`src/rtl/lcd_pkg.sv`:
```
// Shared definitions for the LCD command scheduler:
// controller opcodes and scheduler state encoding.
package lcd_pkg;

   localparam logic [2:0] CMD_WRITE   = 3'd0;
   localparam logic [2:0] SHIFT_UP    = 3'd1;
   localparam logic [2:0] SHIFT_DOWN  = 3'd2;
   localparam logic [2:0] SHIFT_LEFT  = 3'd3;
   localparam logic [2:0] SHIFT_RIGHT = 3'd4;
   localparam logic [2:0] AVERAGE     = 3'd5;
   localparam logic [2:0] MIRROR_X    = 3'd6;
   localparam logic [2:0] MIRROR_Y    = 3'd7;

   typedef enum logic [2:0] {
      S_INIT_WAIT = 3'd0,
      S_IDLE      = 3'd1,
      S_GUARD     = 3'd2,
      S_WAIT_DONE = 3'd3,
      S_FINISHED  = 3'd4
   } sched_state_t;

endpackage

```
`src/rtl/lcd_cmd_fifo.sv`:
```
// Synchronous 3-bit command FIFO with combinational head.
// Ports: clk, reset (sync, active-high), push/din, pop/head,
// count (entries held), empty, full. Push when full and pop
// when empty are ignored.
module lcd_cmd_fifo #(
   parameter int DEPTH = 8
) (
   input  logic                     clk,
   input  logic                     reset,
   input  logic                     push,
   input  logic [2:0]               din,
   input  logic                     pop,
   output logic [2:0]               head,
   output logic [$clog2(DEPTH):0]   count,
   output logic                     empty,
   output logic                     full
);

   localparam int AW = $clog2(DEPTH);
   localparam int CW = AW + 1;

   logic [2:0]    mem [DEPTH];
   logic [AW-1:0] wr_ptr;
   logic [AW-1:0] rd_ptr;
   logic          do_push;
   logic          do_pop;

   assign empty   = (count == '0);
   assign full    = (count == CW'(DEPTH));
   assign do_push = push && !full;
   assign do_pop  = pop && !empty;
   assign head    = mem[rd_ptr];

   // DEPTH is a power of two, so pointers wrap naturally.
   always_ff @(posedge clk) begin
      if (reset) begin
         wr_ptr <= '0;
         rd_ptr <= '0;
         count  <= '0;
      end else begin
         if (do_push) wr_ptr <= wr_ptr + 1'b1;
         if (do_pop)  rd_ptr <= rd_ptr + 1'b1;
         case ({do_push, do_pop})
            2'b10:   count <= count + 1'b1;
            2'b01:   count <= count - 1'b1;
            default: count <= count;
         endcase
      end
   end

   always_ff @(posedge clk) begin
      if (do_push) mem[wr_ptr] <= din;
   end

endmodule

```
`src/rtl/lcd_cmd_sched.sv`:
```
// Schedules buffered host commands into the LCD controller.
// Ports: clk, reset (sync, active-high); host_cmd/host_valid/
// host_ready host side; cmd/cmd_valid/busy/done controller
// side; fifo_count, issued_cnt, all_done, timeout_err status.
module lcd_cmd_sched
   import lcd_pkg::*;
#(
   parameter int DEPTH   = 8,
   parameter int GAP     = 3,
   parameter int TIMEOUT = 200
) (
   input  logic                   clk,
   input  logic                   reset,
   input  logic [2:0]             host_cmd,
   input  logic                   host_valid,
   output logic                   host_ready,
   output logic [2:0]             cmd,
   output logic                   cmd_valid,
   input  logic                   busy,
   input  logic                   done,
   output logic [$clog2(DEPTH):0] fifo_count,
   output logic [7:0]             issued_cnt,
   output logic                   all_done,
   output logic                   timeout_err
);

   sched_state_t state;
   sched_state_t state_d;

   logic       write_seen;
   logic [7:0] gap_cnt;
   logic [7:0] wd;
   logic [2:0] head;
   logic       empty;
   logic       full;
   logic       push;
   logic       issue;
   logic       head_is_write;
   logic       guard_last;
   logic       wd_hit;

   // Once a WRITE is queued nothing else may follow it.
   assign host_ready = !full && !write_seen;
   assign push       = host_valid && host_ready;

   lcd_cmd_fifo #(.DEPTH(DEPTH)) u_fifo (
      .clk   (clk),
      .reset (reset),
      .push  (push),
      .din   (host_cmd),
      .pop   (issue),
      .head  (head),
      .count (fifo_count),
      .empty (empty),
      .full  (full)
   );

   always_ff @(posedge clk) begin
      if (reset) state <= S_INIT_WAIT;
      else       state <= state_d;
   end

   always_comb begin
      state_d = state;
      unique case (state)
         S_INIT_WAIT: if (!busy) state_d = S_IDLE;
         S_IDLE: begin
            if (issue)
               state_d = head_is_write ? S_WAIT_DONE : S_GUARD;
         end
         S_GUARD:     if (guard_last) state_d = S_IDLE;
         S_WAIT_DONE: if (done || wd_hit) state_d = S_FINISHED;
         S_FINISHED:  state_d = S_FINISHED;
         default:     state_d = S_INIT_WAIT;
      endcase
   end

   always_comb begin
      issue         = (state == S_IDLE) && !empty && !busy;
      head_is_write = (head == CMD_WRITE);
      guard_last    = (gap_cnt == 8'd1);
      // wd counts completed WAIT_DONE cycles before this one.
      wd_hit        = (wd == 8'(TIMEOUT - 1));
   end

   always_ff @(posedge clk) begin
      if (reset) begin
         cmd         <= 3'd0;
         cmd_valid   <= 1'b0;
         issued_cnt  <= 8'd0;
         all_done    <= 1'b0;
         timeout_err <= 1'b0;
         write_seen  <= 1'b0;
         gap_cnt     <= 8'd0;
         wd          <= 8'd0;
      end else begin
         cmd_valid <= issue;
         if (issue) begin
            cmd <= head;
            if (issued_cnt != 8'hFF)
               issued_cnt <= issued_cnt + 8'd1;
         end
         if (push && host_cmd == CMD_WRITE)
            write_seen <= 1'b1;
         if (issue)
            gap_cnt <= 8'(GAP);
         else if (state == S_GUARD)
            gap_cnt <= gap_cnt - 8'd1;
         if (issue)
            wd <= 8'd0;
         else if (state == S_WAIT_DONE)
            wd <= wd + 8'd1;
         // done has priority over a coincident timeout.
         if (state == S_WAIT_DONE) begin
            if (done)        all_done    <= 1'b1;
            else if (wd_hit) timeout_err <= 1'b1;
         end
      end
   end

endmodule

```
`config.mk`:
```
export PLATFORM = sky130hd
export DESIGN_NAME = lcd_cmd_sched
export DESIGN_NICKNAME = d
export VERILOG_FILES = /design/src/rtl/lcd_pkg.sv /design/src/rtl/lcd_cmd_fifo.sv /design/src/rtl/lcd_cmd_sched.sv
export SDC_FILE = /design/constraint.sdc
export NUM_CORES = 1
export LEC_CHECK = 0
export CAP_MARGIN = 10
export CORE_ASPECT_RATIO = 0.5
export CORE_UTILIZATION = 60
export CTS_CLUSTER_SIZE = 24
export DETAILED_ROUTE_END_ITERATION = 10
export DONT_BUFFER_PORTS = 1
export PLACE_DENSITY = 0.85
export SLEW_MARGIN = 20
export SYNTH_ARGS = -nofsm -noshare
export SYNTH_HDL_FRONTEND = slang
export SYNTH_SLANG_ARGS = --single-unit
```
`constraint.sdc`:
```
create_clock -name clk -period 3.1 [get_ports clk]
set_clock_uncertainty 0.05 [all_clocks]
set_input_delay 0.155 -clock clk [delete_from_list [all_inputs] [get_ports clk]]
set_output_delay 0.155 -clock clk [all_outputs]
set_load 0.02 [all_outputs]
```
# Word-level counts from Yosys, hierarchy flattened
# Memory sizes are Yosys's and may differ from the RTL's. A register that Yosys moved wholly into a read port is not among the register bits.
# Cells that the tools add are included.
[totals]
regBits = 44
ramBits = 24
input_bits = 8
memories = 1
[op_classes]
add_sub_neg = 7
n_eq_ne = 14
n_mux = 13
n_bitwise = 1
reduce_logical = 23
[memory_table]
columns = ["memory", "words", "word_bits", "read_ports", "rd_clocked_by_memory_dff", "write_ports", "line", "rtl"]
rows = [
  ["u_fifo.mem", 8, 3, 1, 1, 1, "lcd_cmd_fifo.sv:22", "logic [2:0] mem [DEPTH];"],
]
[ops]
columns = ["op", "count"]
rows = [
  ["3-bit 2-to-1 mux", 6],
  ["8-bit by 1-bit adder with 8-bit output, second input constant", 2],
  ["3-bit case mux with 5 select lines", 1],
  ["3-bit logical NOT", 3],
  ["8-bit by 1-bit == test with 1-bit output, second input constant", 1],
  ["8-bit == test, second input constant", 1],
  ["8-bit inequality test, second input constant", 1],
  ["4-bit case mux with 2 select lines", 1],
  ["8-bit by 1-bit subtractor with 8-bit output, second input constant", 1],
  ["1-bit logical AND", 7],
  ["3-bit by 1-bit adder with 3-bit output, second input constant", 2],
  ["3-bit by 2-bit == test with 1-bit output, second input constant", 2],
  ["2-bit inequality test, second input constant", 3],
  ["4-bit by 1-bit adder with 4-bit output, second input constant", 1],
  ["4-bit == test, second input constant", 1],
  ["1-bit logical NOT", 4],
  ["4-bit logical NOT", 1],
  ["2-bit 2-to-1 mux", 2],
  ["2-bit AND reduction", 2],
  ["4-bit AND reduction", 1],
  ["2-bit nonzero test", 2],
  ["4-bit by 1-bit subtractor with 4-bit output, second input constant", 1],
  ["3-bit by 1-bit == test with 1-bit output, second input constant", 1],
  ["3-bit == test, second input constant", 1],
  ["8 further kinds", 10],
]

# Logic depth before layout (Yosys ltp)
[depth]
ltp_word = 7
depth_mapped = 11
ltp_nobuf = 10

# Hierarchy
# From an unflattened synthesis, not the netlist that was laid out.
[hier_totals]
hier_cells = 295
area_unflattened_um2 = 3149.3
[by_module_without_submodules]
columns = ["mod", "n_inst", "cells_per_inst", "area_per_inst_um2", "seq_area_each_um2"]
rows = [
  ["lcd_cmd_sched", 1, 186, 1580.3, 680.7],
  ["lcd_cmd_fifo", 1, 109, 1569.0, 980.9],
]

# Worst setup path before layout
# No wires, ideal clock.
[synth_path]
kind = "register -> register"
start = "register u_fifo.count[1]"
end = "register u_fifo.count[2]"
setup_time_ns = 0.070
t_arrival_ns = 2.639
t_required_ns = 2.980
path_slack_ns = 0.340
path_stages_with_launch = 12
path_buffers = 1
cell_sequence = "dfxtp_1 -> buf_6 -> nor3_1 -> a211oi_1 -> inv_1 -> ha_1 -> xor2_1 -> ha_1 -> a21oi_1 -> xor2_1 -> or3_1 -> a21oi_1"
[synth_between]
elab_chain_cells = 7
elab_cells_between_ends = 16
cone_classes = "add/sub: 2; eq/ne: 3; mux: 1; reduce/logical: 10"
[synth_rtl]
columns = ["item", "line", "rtl"]
rows = [
  ["start, declared", "lcd_cmd_fifo.sv:14", "output logic [$clog2(DEPTH):0] count,"],
  ["start signal, assigned", "lcd_cmd_fifo.sv:44", "2'b10: count <= count + 1'b1;"],
  ["start signal, assigned", "lcd_cmd_fifo.sv:45", "2'b01: count <= count - 1'b1;"],
  ["start signal, assigned", "lcd_cmd_fifo.sv:46", "default: count <= count;"],
  ["4-bit == test or 4-bit logical NOT (tied branches)", "lcd_cmd_fifo.sv:29, lcd_cmd_fifo.sv:28", ""],
  ["1-bit logical NOT, on equally long branches", "n/a", ""],
  ["1-bit logical AND, on equally long branches", "lcd_cmd_sched.sv:43, lcd_cmd_sched.sv:79", ""],
  ["1-bit logical AND, on equally long branches", "lcd_cmd_sched.sv:44, lcd_cmd_sched.sv:79", ""],
  ["1-bit logical AND, on equally long branches", "lcd_cmd_fifo.sv:30, lcd_cmd_fifo.sv:31", ""],
  ["2-bit by 1-bit == test with 1-bit output or 2-bit == test (tied branches)", "lcd_cmd_fifo.sv:43", "case ({do_push, do_pop})"],
  ["4-bit case mux with 2 select lines or 2-bit nonzero test (tied branches)", "n/a", ""],
]
# Several ways; a longest one is shown, not always the timed one.
# A chain may end at the register's enable or synchronous reset.

# Worst setup path in the final report
[layout_path]
start = "register u_fifo.count[0]"
end = "register u_fifo.count[2]"
# The elaborated chain is that of the path after synthesis.

==> metrics.md <==
| Metric | Value |
|---|---|
| WP data arrival | 3.04 ns |
| Initial Util | 0.658 |
| Min-Delay Startpoint | host_cmd[2] |
| Setup TNS | 0 ns |
| Routed WL | 5600 µm |
| Diode count | 0 |
| Largest net degree at the start of global routing | 32 |
| Crit Path Class | flop to flop |
| Final GP Congestion | approximately 0.78 |
| Sw Pwr | 722 µW |
| Placed Area | roughly 3100 µm² |
| Final setup violation count | 0 |
| CP required | 3.32 ns |
| Final hold violation count | 0 |
| Routed via count | 2037 |
| Part of the power in combinational logic | 0.185 |
| Port bufs | 0 |
| Die area | 5390 µm² |
| TritonCTS Sinks | 71 |
| Total GRT Usage | 0.240 |
| Fillers | 300 |
| Post-synth top area share | 0.308 |
| Synthesized flop and latch total | 71 |
| DP HPWL | around 3700 µm |
| CTS root buf | clkbuf_8 |
| Most common cell after layout, fill and taps aside | dfxtp_1 |
| DR DRC count | 0 |
| # IOs | 27 |
| CTS tree | done |
| Vias in the first global route | 1972 |
| Pwr/cell area | 742 nW/µm² |
| Final Cycle Share | 0.912 |
| Clock power share | 0.351 |
| Reg-to-Reg Start | u_fifo.count[0] |
| Int Power | between 1.5 and 2 mW |
| VDD IR max | 0.000511 V |
| Synth Instances | ~280 |
| Hold Path Depth | 3 |
| Sequential power share | 0.464 |
| P_leak | between 1 and 1.5 nW |
| Worst Setup SP | u_fifo.count[0] |
| Core area | 4640 µm² |
| Layout area overhead | 11.6% |
| Initial drt markers | between 80 and 90 |
| TritonRoute pass-1 iters | 4 |
| Max-cap viol count | 0 |
| Final Core Density | 0.734 |
| Worst-path clk slew | 0.08 ns |
| Chip width | 103 µm |
| Status | complete, no violations |
| Worst hold path type | input port to flop |
| CTS buffer count | 9 |
| Core Rows | 17 |
| Synthesized Nets | 293 |
| Post-route ant nets | 0 |
| Post-synth top area cell | dfxtp_1 |
| Sw Ratio | 0.285 |
| Seq/Total Area, Yosys | 0.544 |
| Pins Over Slew Limit | 0 |
| Clock buffer depth | 2 |
| Fmax achieved | between 0.3 and 0.4 GHz |
| Layout cells sized above 1 | 0.116 |
| Initial antenna violation count | 0 |
| Die height | 52.4 µm |
| Synth unique cells | 41 |
| Gr ovfl total | 0 |
| Layout Nets | 304 |
| Dominant cells by area after synthesis | dfxtp_1 (31%), edfxtp_1 (24%), nor2_1 (5.2%) |
| Number of synthesis warnings | 0 |
| H-tree depth | 3 |
| Worst reg2reg endpoint | u_fifo.count[2] |
| Hold EP | write_seen |
| Fin area | 3410 µm² |
| Vias per std cell | 5.69 |
| Syn avg cell area | roughly 11 µm² |
| Worst-Skew Late Latency | around 0.34 ns |
| Tightest Pin Transition | 0.635 ns |
| PostCTS Resize Cnt | 0 |
| Worst slew margin | 0.572 |
| Mapped Area | 3050 µm² |
| Tmin final | 2.83 ns |
| FF-to-FF path depth | 10 |
| CP startpoint kind | flop |
| Most frequent cells in the layout | dfxtp_1 (47), nor2_1 (42), edfxtp_1 (24) |
| CP max FO | 7 |
| Unrepaired setup endpoints after global routing | no |
| R2r setup slk | 0.27 ns |
| Crit. End Element | flop |
| Routed wire per std cell | approximately 16 µm |
| First-pass GRT wire length | just over 9000 µm |
## synth_stat cells
cell type,n
a211oi_1,5
a21o_1,1
a21oi_1,17
a41oi_1,1
and3_1,2
and3b_1,2
and4_1,2
and4b_1,1
buf_2,2
buf_4,1
buf_6,1
clkbuf_1,4
dfxtp_1,47
edfxtp_1,24
ha_1,9
inv_1,7
inv_2,1
mux2i_1,6
mux4_2,6
nand2_1,18
nand2_2,1
nand2b_1,2
nand3_1,8
nand3b_1,2
nand4_1,1
nor2_1,42
nor2b_1,1
nor3_1,12
nor3b_1,2
nor3b_4,1
nor4_1,3
nor4b_4,1
o211ai_2,1
o21ai_0,8
o221a_2,1
o2bb2ai_4,1
or3_1,4
or3b_2,1
or4_4,1
xnor2_1,17
xor2_1,9
## state kept, by name, indices dropped and copies added (netlist names), named ones only
name / flops
all_done: 1
wd: 8
cmd: 3
u_fifo.count: 4
gap_cnt: 8
write_seen: 1
cmd_valid: 1
u_fifo.rd_ptr: 3
u_fifo.mem: 24
issued_cnt: 8
state: 3
u_fifo.wr_ptr: 3
timeout_err: 1
## per-layer routing
metal | global-route usage | wire length, µm
met5 | 0 | 0
met4 | 0.0986 | 102
met3 | 0.0840 | 285
met2 | 0.403 | 2700
met1 | 0.286 | 2510
## logic make-up after synthesis
logic type / synth area share
and+or+nand+nor: 0.180
DFF: 0.544
AOI/OAI and AO/OA: 0.0754
xor gates and xnor gates: 0.0746
buffers and inverters: 0.0242
muxes: 0.0640
adders and majority gates: 0.0369
## worst max-delay path by stage
stage	endpoint	slack, ns	cells past startpoint
global placement	u_fifo.count[2]	0.45	10
floorplan	u_fifo.count[2]	0.34	11
detailed placement	u_fifo.count[2]	0.34	10
global route	u_fifo.count[2]	0.04	10
finish	u_fifo.count[2]	0.27	10
CTS	u_fifo.count[2]	0.28	10
## worst max-delay path, cell delays in order, from the launching register on
cell	delay [ns]
dfxtp_1	0.56
nor3_1	0.14
a211oi_1	0.40
inv_1	0.23
ha_1	0.30
xor2_1	0.17
ha_1	0.18
a21oi_1	0.15
xor2_1	0.09
or3_1	0.32
a21oi_1	0.15
## power by group through the flow
stage	registers, mW	logic [mW]	clock network [mW]
after floorplan	1.16	0.408	0
after detailed placement	1.19	0.443	0
final	1.17	0.469	0.887
after global routing	1.18	0.520	0.926
after global placement	1.18	0.426	0
after CTS	1.17	0.468	0.893
## per-stage QoR
stage                     total power [mW]  worst slack (ns)  hold WS (ns)  instances
final                                 2.53             0.272       0.00575        358
after global routing                  2.63            0.0358        0.0361        358
after CTS                             2.53             0.275      0.000574        358
after detailed placement              1.63             0.338         0.179        336
after global placement                1.61             0.450         0.179        336
after floorplan                       1.56             0.340         0.204        276
## layout make-up
type	instances	area, µm²	share of cell area
Clock buffer	9	124	0.0364
Clock inverter	7	121	0.0356
Inverter	8	30.0	0.00882
Multi-Input combinational cell	189	1320	0.386
Sequential cell	71	1660	0.488
Tap cell	66	82.6	0.0242
Timing Repair Buffer	8	70.1	0.0206
## what timing repair did
item,CTS,global route
endpoints found under the hold margin,57,0
hold buffers,6,0
buffers inserted,0,0
Power figures use the tool's default switching activity.
